**src/rtl/pixel_write_arbiter_pkg.sv**
```systemverilog
// Shared constants for the Mandelbrot pixel write path: pixel width,
// default bus widths and the escape-count color bands (RRRGGGBB).
package pixel_write_arbiter_pkg;

  localparam int unsigned PIX_W           = 8;
  localparam int unsigned DEFAULT_ADDR_W  = 19;
  localparam int unsigned DEFAULT_COUNT_W = 11;

  localparam int unsigned THRESH_BAND_64 = 64;
  localparam int unsigned THRESH_BAND_32 = 32;
  localparam int unsigned THRESH_BAND_16 = 16;
  localparam int unsigned THRESH_BAND_8  = 8;
  localparam int unsigned THRESH_BAND_4  = 4;

  localparam logic [PIX_W-1:0] COLOR_IN_SET  = 8'h00;
  localparam logic [PIX_W-1:0] COLOR_BAND_64 = 8'hE0;
  localparam logic [PIX_W-1:0] COLOR_BAND_32 = 8'hFC;
  localparam logic [PIX_W-1:0] COLOR_BAND_16 = 8'h1C;
  localparam logic [PIX_W-1:0] COLOR_BAND_8  = 8'h1F;
  localparam logic [PIX_W-1:0] COLOR_BAND_4  = 8'h03;
  localparam logic [PIX_W-1:0] COLOR_BAND_0  = 8'h92;

endpackage

```
**src/rtl/pixel_write_arbiter_iter_color_map.sv**
```systemverilog
// Escape-iteration count to 8-bit 3-3-2 color; purely combinational.
module iter_color_map
  import pixel_write_arbiter_pkg::*;
#(
  parameter int unsigned COUNT_W        = DEFAULT_COUNT_W,
  parameter int unsigned MAX_ITERATIONS = 100
) (
  input  logic [COUNT_W-1:0] count,
  output logic [PIX_W-1:0]   color_c
);

  logic [31:0] count_ext;

  // Highest band wins; counts at or above the limit are inside the set.
  always_comb begin
    count_ext = 32'(count);
    color_c   = COLOR_BAND_0;
    if (count_ext >= 32'(MAX_ITERATIONS))      color_c = COLOR_IN_SET;
    else if (count_ext >= 32'(THRESH_BAND_64)) color_c = COLOR_BAND_64;
    else if (count_ext >= 32'(THRESH_BAND_32)) color_c = COLOR_BAND_32;
    else if (count_ext >= 32'(THRESH_BAND_16)) color_c = COLOR_BAND_16;
    else if (count_ext >= 32'(THRESH_BAND_8))  color_c = COLOR_BAND_8;
    else if (count_ext >= 32'(THRESH_BAND_4))  color_c = COLOR_BAND_4;
  end

endmodule

```
**src/rtl/pixel_write_arbiter.sv**
```systemverilog
// Round-robin arbiter sharing one pixel-memory write port among iterator
// lanes, with a registered write stage, write counter and frame-done flag.
module pixel_write_arbiter
  import pixel_write_arbiter_pkg::*;
#(
  parameter int unsigned PARTITION      = 2,
  parameter int unsigned ADDR_W         = DEFAULT_ADDR_W,
  parameter int unsigned COUNT_W        = DEFAULT_COUNT_W,
  parameter int unsigned MAX_ITERATIONS = 100,
  parameter int unsigned TOTAL_PIXELS   = 307200
) (
  input  logic                           clk,
  input  logic                           reset,
  input  logic [PARTITION-1:0]           req_valid,
  input  logic [PARTITION*ADDR_W-1:0]    req_addr,
  input  logic [PARTITION*COUNT_W-1:0]   req_count,
  output logic [PARTITION-1:0]           req_ready,
  output logic                           mem_write,
  output logic [ADDR_W-1:0]              mem_addr,
  output logic [PIX_W-1:0]               mem_data,
  input  logic                           mem_ready,
  output logic [31:0]                    pixel_cnt,
  output logic                           frame_done
);

  localparam int unsigned PTR_W = (PARTITION > 1) ? $clog2(PARTITION) : 1;

  logic [PTR_W-1:0]   rr_ptr;
  logic [PTR_W-1:0]   grant_idx_c;
  logic [PTR_W-1:0]   next_ptr_c;
  logic               grant_found_c;
  logic               stage_open_c;
  logic               accept_c;
  logic               final_accept_c;
  logic               grant_en_c;
  logic [ADDR_W-1:0]  sel_addr_c;
  logic [COUNT_W-1:0] sel_count_c;
  logic [PIX_W-1:0]   sel_color_c;
  int unsigned        idx_c;

  assign stage_open_c   = ~mem_write | mem_ready;
  assign accept_c       = mem_write & mem_ready;
  // The write that completes the frame blocks the reload, so the count stops at TOTAL_PIXELS.
  assign final_accept_c = accept_c & (pixel_cnt == 32'(TOTAL_PIXELS - 1));
  assign grant_en_c     = ~reset & stage_open_c & ~frame_done & ~final_accept_c & grant_found_c;

  // First valid lane at or after rr_ptr, wrapping around.
  always_comb begin
    grant_found_c = 1'b0;
    grant_idx_c   = '0;
    idx_c         = 0;
    for (int unsigned k = 0; k < PARTITION; k++) begin
      idx_c = (32'(rr_ptr) + k) % PARTITION;
      if (!grant_found_c && req_valid[PTR_W'(idx_c)]) begin
        grant_found_c = 1'b1;
        grant_idx_c   = PTR_W'(idx_c);
      end
    end
  end

  always_comb begin
    req_ready = '0;
    if (grant_en_c) req_ready[grant_idx_c] = 1'b1;
  end

  assign next_ptr_c  = (grant_idx_c == PTR_W'(PARTITION - 1)) ? '0 : grant_idx_c + 1'b1;
  assign sel_addr_c  = req_addr[32'(grant_idx_c) * ADDR_W +: ADDR_W];
  assign sel_count_c = req_count[32'(grant_idx_c) * COUNT_W +: COUNT_W];

  iter_color_map #(
    .COUNT_W        (COUNT_W),
    .MAX_ITERATIONS (MAX_ITERATIONS)
  ) u_color_map (
    .count   (sel_count_c),
    .color_c (sel_color_c)
  );

  // Write stage: reload on transfer, empty when drained, hold while stalled.
  always_ff @(posedge clk) begin
    if (reset) begin
      mem_write  <= 1'b0;
      mem_addr   <= '0;
      mem_data   <= '0;
      pixel_cnt  <= '0;
      frame_done <= 1'b0;
      rr_ptr     <= '0;
    end else begin
      if (accept_c) begin
        pixel_cnt <= pixel_cnt + 32'd1;
        if (final_accept_c) frame_done <= 1'b1;
      end
      if (grant_en_c) begin
        mem_write <= 1'b1;
        mem_addr  <= sel_addr_c;
        mem_data  <= sel_color_c;
        rr_ptr    <= next_ptr_c;
      end else if (stage_open_c) begin
        mem_write <= 1'b0;
      end
    end
  end

endmodule
```
**config.mk**
```make
export PLATFORM = sky130hd
export DESIGN_NAME = pixel_write_arbiter
export DESIGN_NICKNAME = d
export VERILOG_FILES = /design/src/rtl/pixel_write_arbiter_pkg.sv /design/src/rtl/pixel_write_arbiter_iter_color_map.sv /design/src/rtl/pixel_write_arbiter.sv
export SDC_FILE = /design/constraint.sdc
export NUM_CORES = 1
export LEC_CHECK = 0
export ABC_CLOCK_PERIOD_IN_PS = 9100
export CORE_MARGIN = 3
export CORE_UTILIZATION = 45
export CTS_CLUSTER_DIAMETER = 60
export CTS_CLUSTER_SIZE = 10
export DETAILED_ROUTE_END_ITERATION = 7
export DONT_BUFFER_PORTS = 1
export GPL_TIMING_DRIVEN = 0
export PLACE_DENSITY = 0.67
export SKIP_LAST_GASP = 1
export SLEW_MARGIN = 40
export SYNTH_ARGS = -nofsm -noshare
export SYNTH_HDL_FRONTEND = slang
export SYNTH_HIERARCHICAL = 1
export SYNTH_SLANG_ARGS = --single-unit
```
**constraint.sdc**
```tcl
create_clock -name clk -period 9.1 [get_ports clk]
set_input_delay 1.82 -clock clk [delete_from_list [all_inputs] [get_ports clk]]
set_output_delay 1.82 -clock clk [all_outputs]
set_load 0.005 [all_outputs]
```
==> metrics.md <==
| Metric | Value |
|---|---|
| Buf/Inv on CP | 1 |
| WL final | 10.3 mm |
| Leakage | 1.34 nW |
| Overflow after GRT | 0 |
| Initial DRC count | 140 |
| Ant. Diodes | 0 |
| Fmax | 0.186 GHz |
| Crit-path max FO | 10 |
| Port Buffers | 0 |
| Fin crit period | 5370 ps |
| Vias | 3538 |
| CTS resizes | 0 |
| ANT nets after route | 0 |
| Critical Path Max Stage Delay | 600 ps |
| Synthesized area | 3750 um^2 |
| Clock Skew | 6.31 ps |
| Worst setup SP type | input pin |
| Clk pwr share | 44.1% |
| NetSw | 165 uW |
| Hold crit path type | reg2reg |
| Core area | 7930 um^2 |
| Critical path's top delay family | simple AND/OR/NAND/NOR gates |
| Post-CTS setup repair buffer count | 0 |
| CTS Buf Count | 9 |
| Crit path required time | 7280 ps |
| Initial Util | 47.3% |
| DP HPWL | 7.56 mm |
| Ys Warns | 6 |
| Placed insts | 550 |
| Hold Buf Count CTS | 0 |
| Pwr/cell area | 157 nW/um^2 |
| Syn_nets | 514 |
| First-pass GRT wire length | 16.8 mm |
| TritonCTS clock tree | yes |
| H-tree depth | 3 |
| Share of cells above drive strength 1 | 8.62% |
| Slew Limit Fails | 0 |
| Worst setup margin | 3730 ps |
| Worst skew pair latency | 350 ps |
| Wirelength per Cell | 18.1 um |
| Syn-to-layout area delta | 9.97% |
| # DRC | 0 |
| RSZ-0062 raised after global routing | false |
| Vias per inst | 6.25 |
| Die Ht | 97.3 um |
| Cells after Synth | 448 |
| Seq pwr share | 45.3% |
| Worst Max-Slew Pin Slew | 719 ps |
| Initial antenna violation count | 0 |
| Final Hold Vio Count | 0 |
| WS Path Type | in2out |
| Hold Worst Slack | 524 ps |
| Detailed-router iteration count before antenna repair | 4 |
| Num rows | 32 |
| Reg clk slew, reported paths | 70 ps |
| Final setup viols | 0 |
| TNS Setup | 0 ps |
| Final worst-path cycle share | 59.1% |
| CTS sink cnt | 62 |
| Largest net degree at the start of global routing | 12 |
| Post-place setup slack | 3750 ps |
| Global placer's final weighted congestion | 0.786 |
| Non-Filler Instances | 566 |
| Die ar. | 9470 um^2 |
| Io pins | 128 |
| Gr usage total | 21.4% |
| Total internal power | 483 uW |
| Crit path DAT | 3550 ps |
| Vias in the first global route | 3326 |
| Worst-path cell chain | nand3_1 -> or4_1 -> nor3_1 -> buf_2 -> nor3b_1 |
| Switch share | 25.5% |
| CTS Root Cell | clkbuf_8 |
| Worst VDD drop | 81.4 uV |
| Max_cap viols | 0 |
| DIE WIDTH | 97.3 um |
| Status | completed |
| Crit end category | output pin |
| Combinational share of power | 10.6% |
| Synthesized area per cell | 8.38 um^2 |
| Nets@finish | 525 |
| Worst rel slew slack | 52.1% |
| Deepest clock path buffer count | 2 |
| Slowest stage cell, crit path | or4_1 |
worst paths after layout:
check | startpoint | endpoint | slack (ps) | cells past startpoint
setup / recovery | mem_ready | req_ready[0] | 3730 | 5
hold / removal | pixel_cnt[1]$_SDFFE_PP0P_ | pixel_cnt[1]$_SDFFE_PP0P_ | 520 | 2
setup reg to reg | rr_ptr$_SDFFE_PP0P_ | mem_data[3]$_SDFFE_PP0P_ | 5780 | 11
hold reg to reg | pixel_cnt[1]$_SDFFE_PP0P_ | pixel_cnt[1]$_SDFFE_PP0P_ | 520 | 2
registers in the layout, indices dropped and copies added (netlist names):
register,count
mem_data,8
mem_write,1
mem_addr,19
rr_ptr,1
frame_done,1
pixel_cnt,32
layout by cell type (no fill, tap or decap), types with 5 or more instances in the layout:
cell type and count:
nand4_1 15, nor3_1 6, nand3_1 21, a22oi_1 9
dfxtp_1 62, nand2_1 12, a41oi_1 18, nor2_1 17
xnor2_1 10, buf_1 5, clkbuf_1 33, mux2_2 10
inv_1 10, o31ai_1 30, o21ai_0 18, mux2i_1 19
nor2b_1 29, o31a_1 18, a21oi_1 21, clkbuf_8 11
nor4_1 16, or4_1 16, or3_1 13, nand2b_1 8
power groups by stage:
stage,Sequential [mW],Combinational (mW),Clock [mW]
2_1_floorplan,0.296,0.0566,0
3_3_place_gp,0.300,0.0663,0
3_5_place_dp,0.300,0.0684,0
4_1_cts,0.294,0.0687,0.289
5_1_grt,0.296,0.0765,0.301
6_report,0.294,0.0684,0.286
layout make-up:
| class | count | area, um^2 |
|---|---|---|
| well taps | 102 | 128 |
| flip-flops and latches | 62 | 1240 |
| clock buffers | 11 | 151 |
| multi-input cells | 331 | 2300 |
| inverters | 10 | 37.5 |
| clock inverters | 5 | 81.3 |
| fillers | 744 | 3800 |
| plain buffers | 45 | 189 |
routing by layer:
metal  vias up  global-route usage (%)  wire, um
li1       1740                       -         -
met1      1650                    26.9      4410
met2       134                    34.7      4860
met3        14                    6.39       828
met4         0                    8.09       173
met5         -                       0         0
metrics by stage:
step	utilization (%)	power, mW	instance area (um^2)
2_1_floorplan	-	0.353	3750
3_3_place_gp	49.0	0.367	3880
3_5_place_dp	49.1	0.369	3890
4_1_cts	52.1	0.651	4130
5_1_grt	52.1	0.673	4130
6_report	52.1	0.648	4130
worst min-delay path, stage by stage, from the launching register on:
cell and delay (ps):
dfxtp_1 360, nand2_1 70, a21oi_1 50
Note: power is estimated with default switching activity, not from simulation.
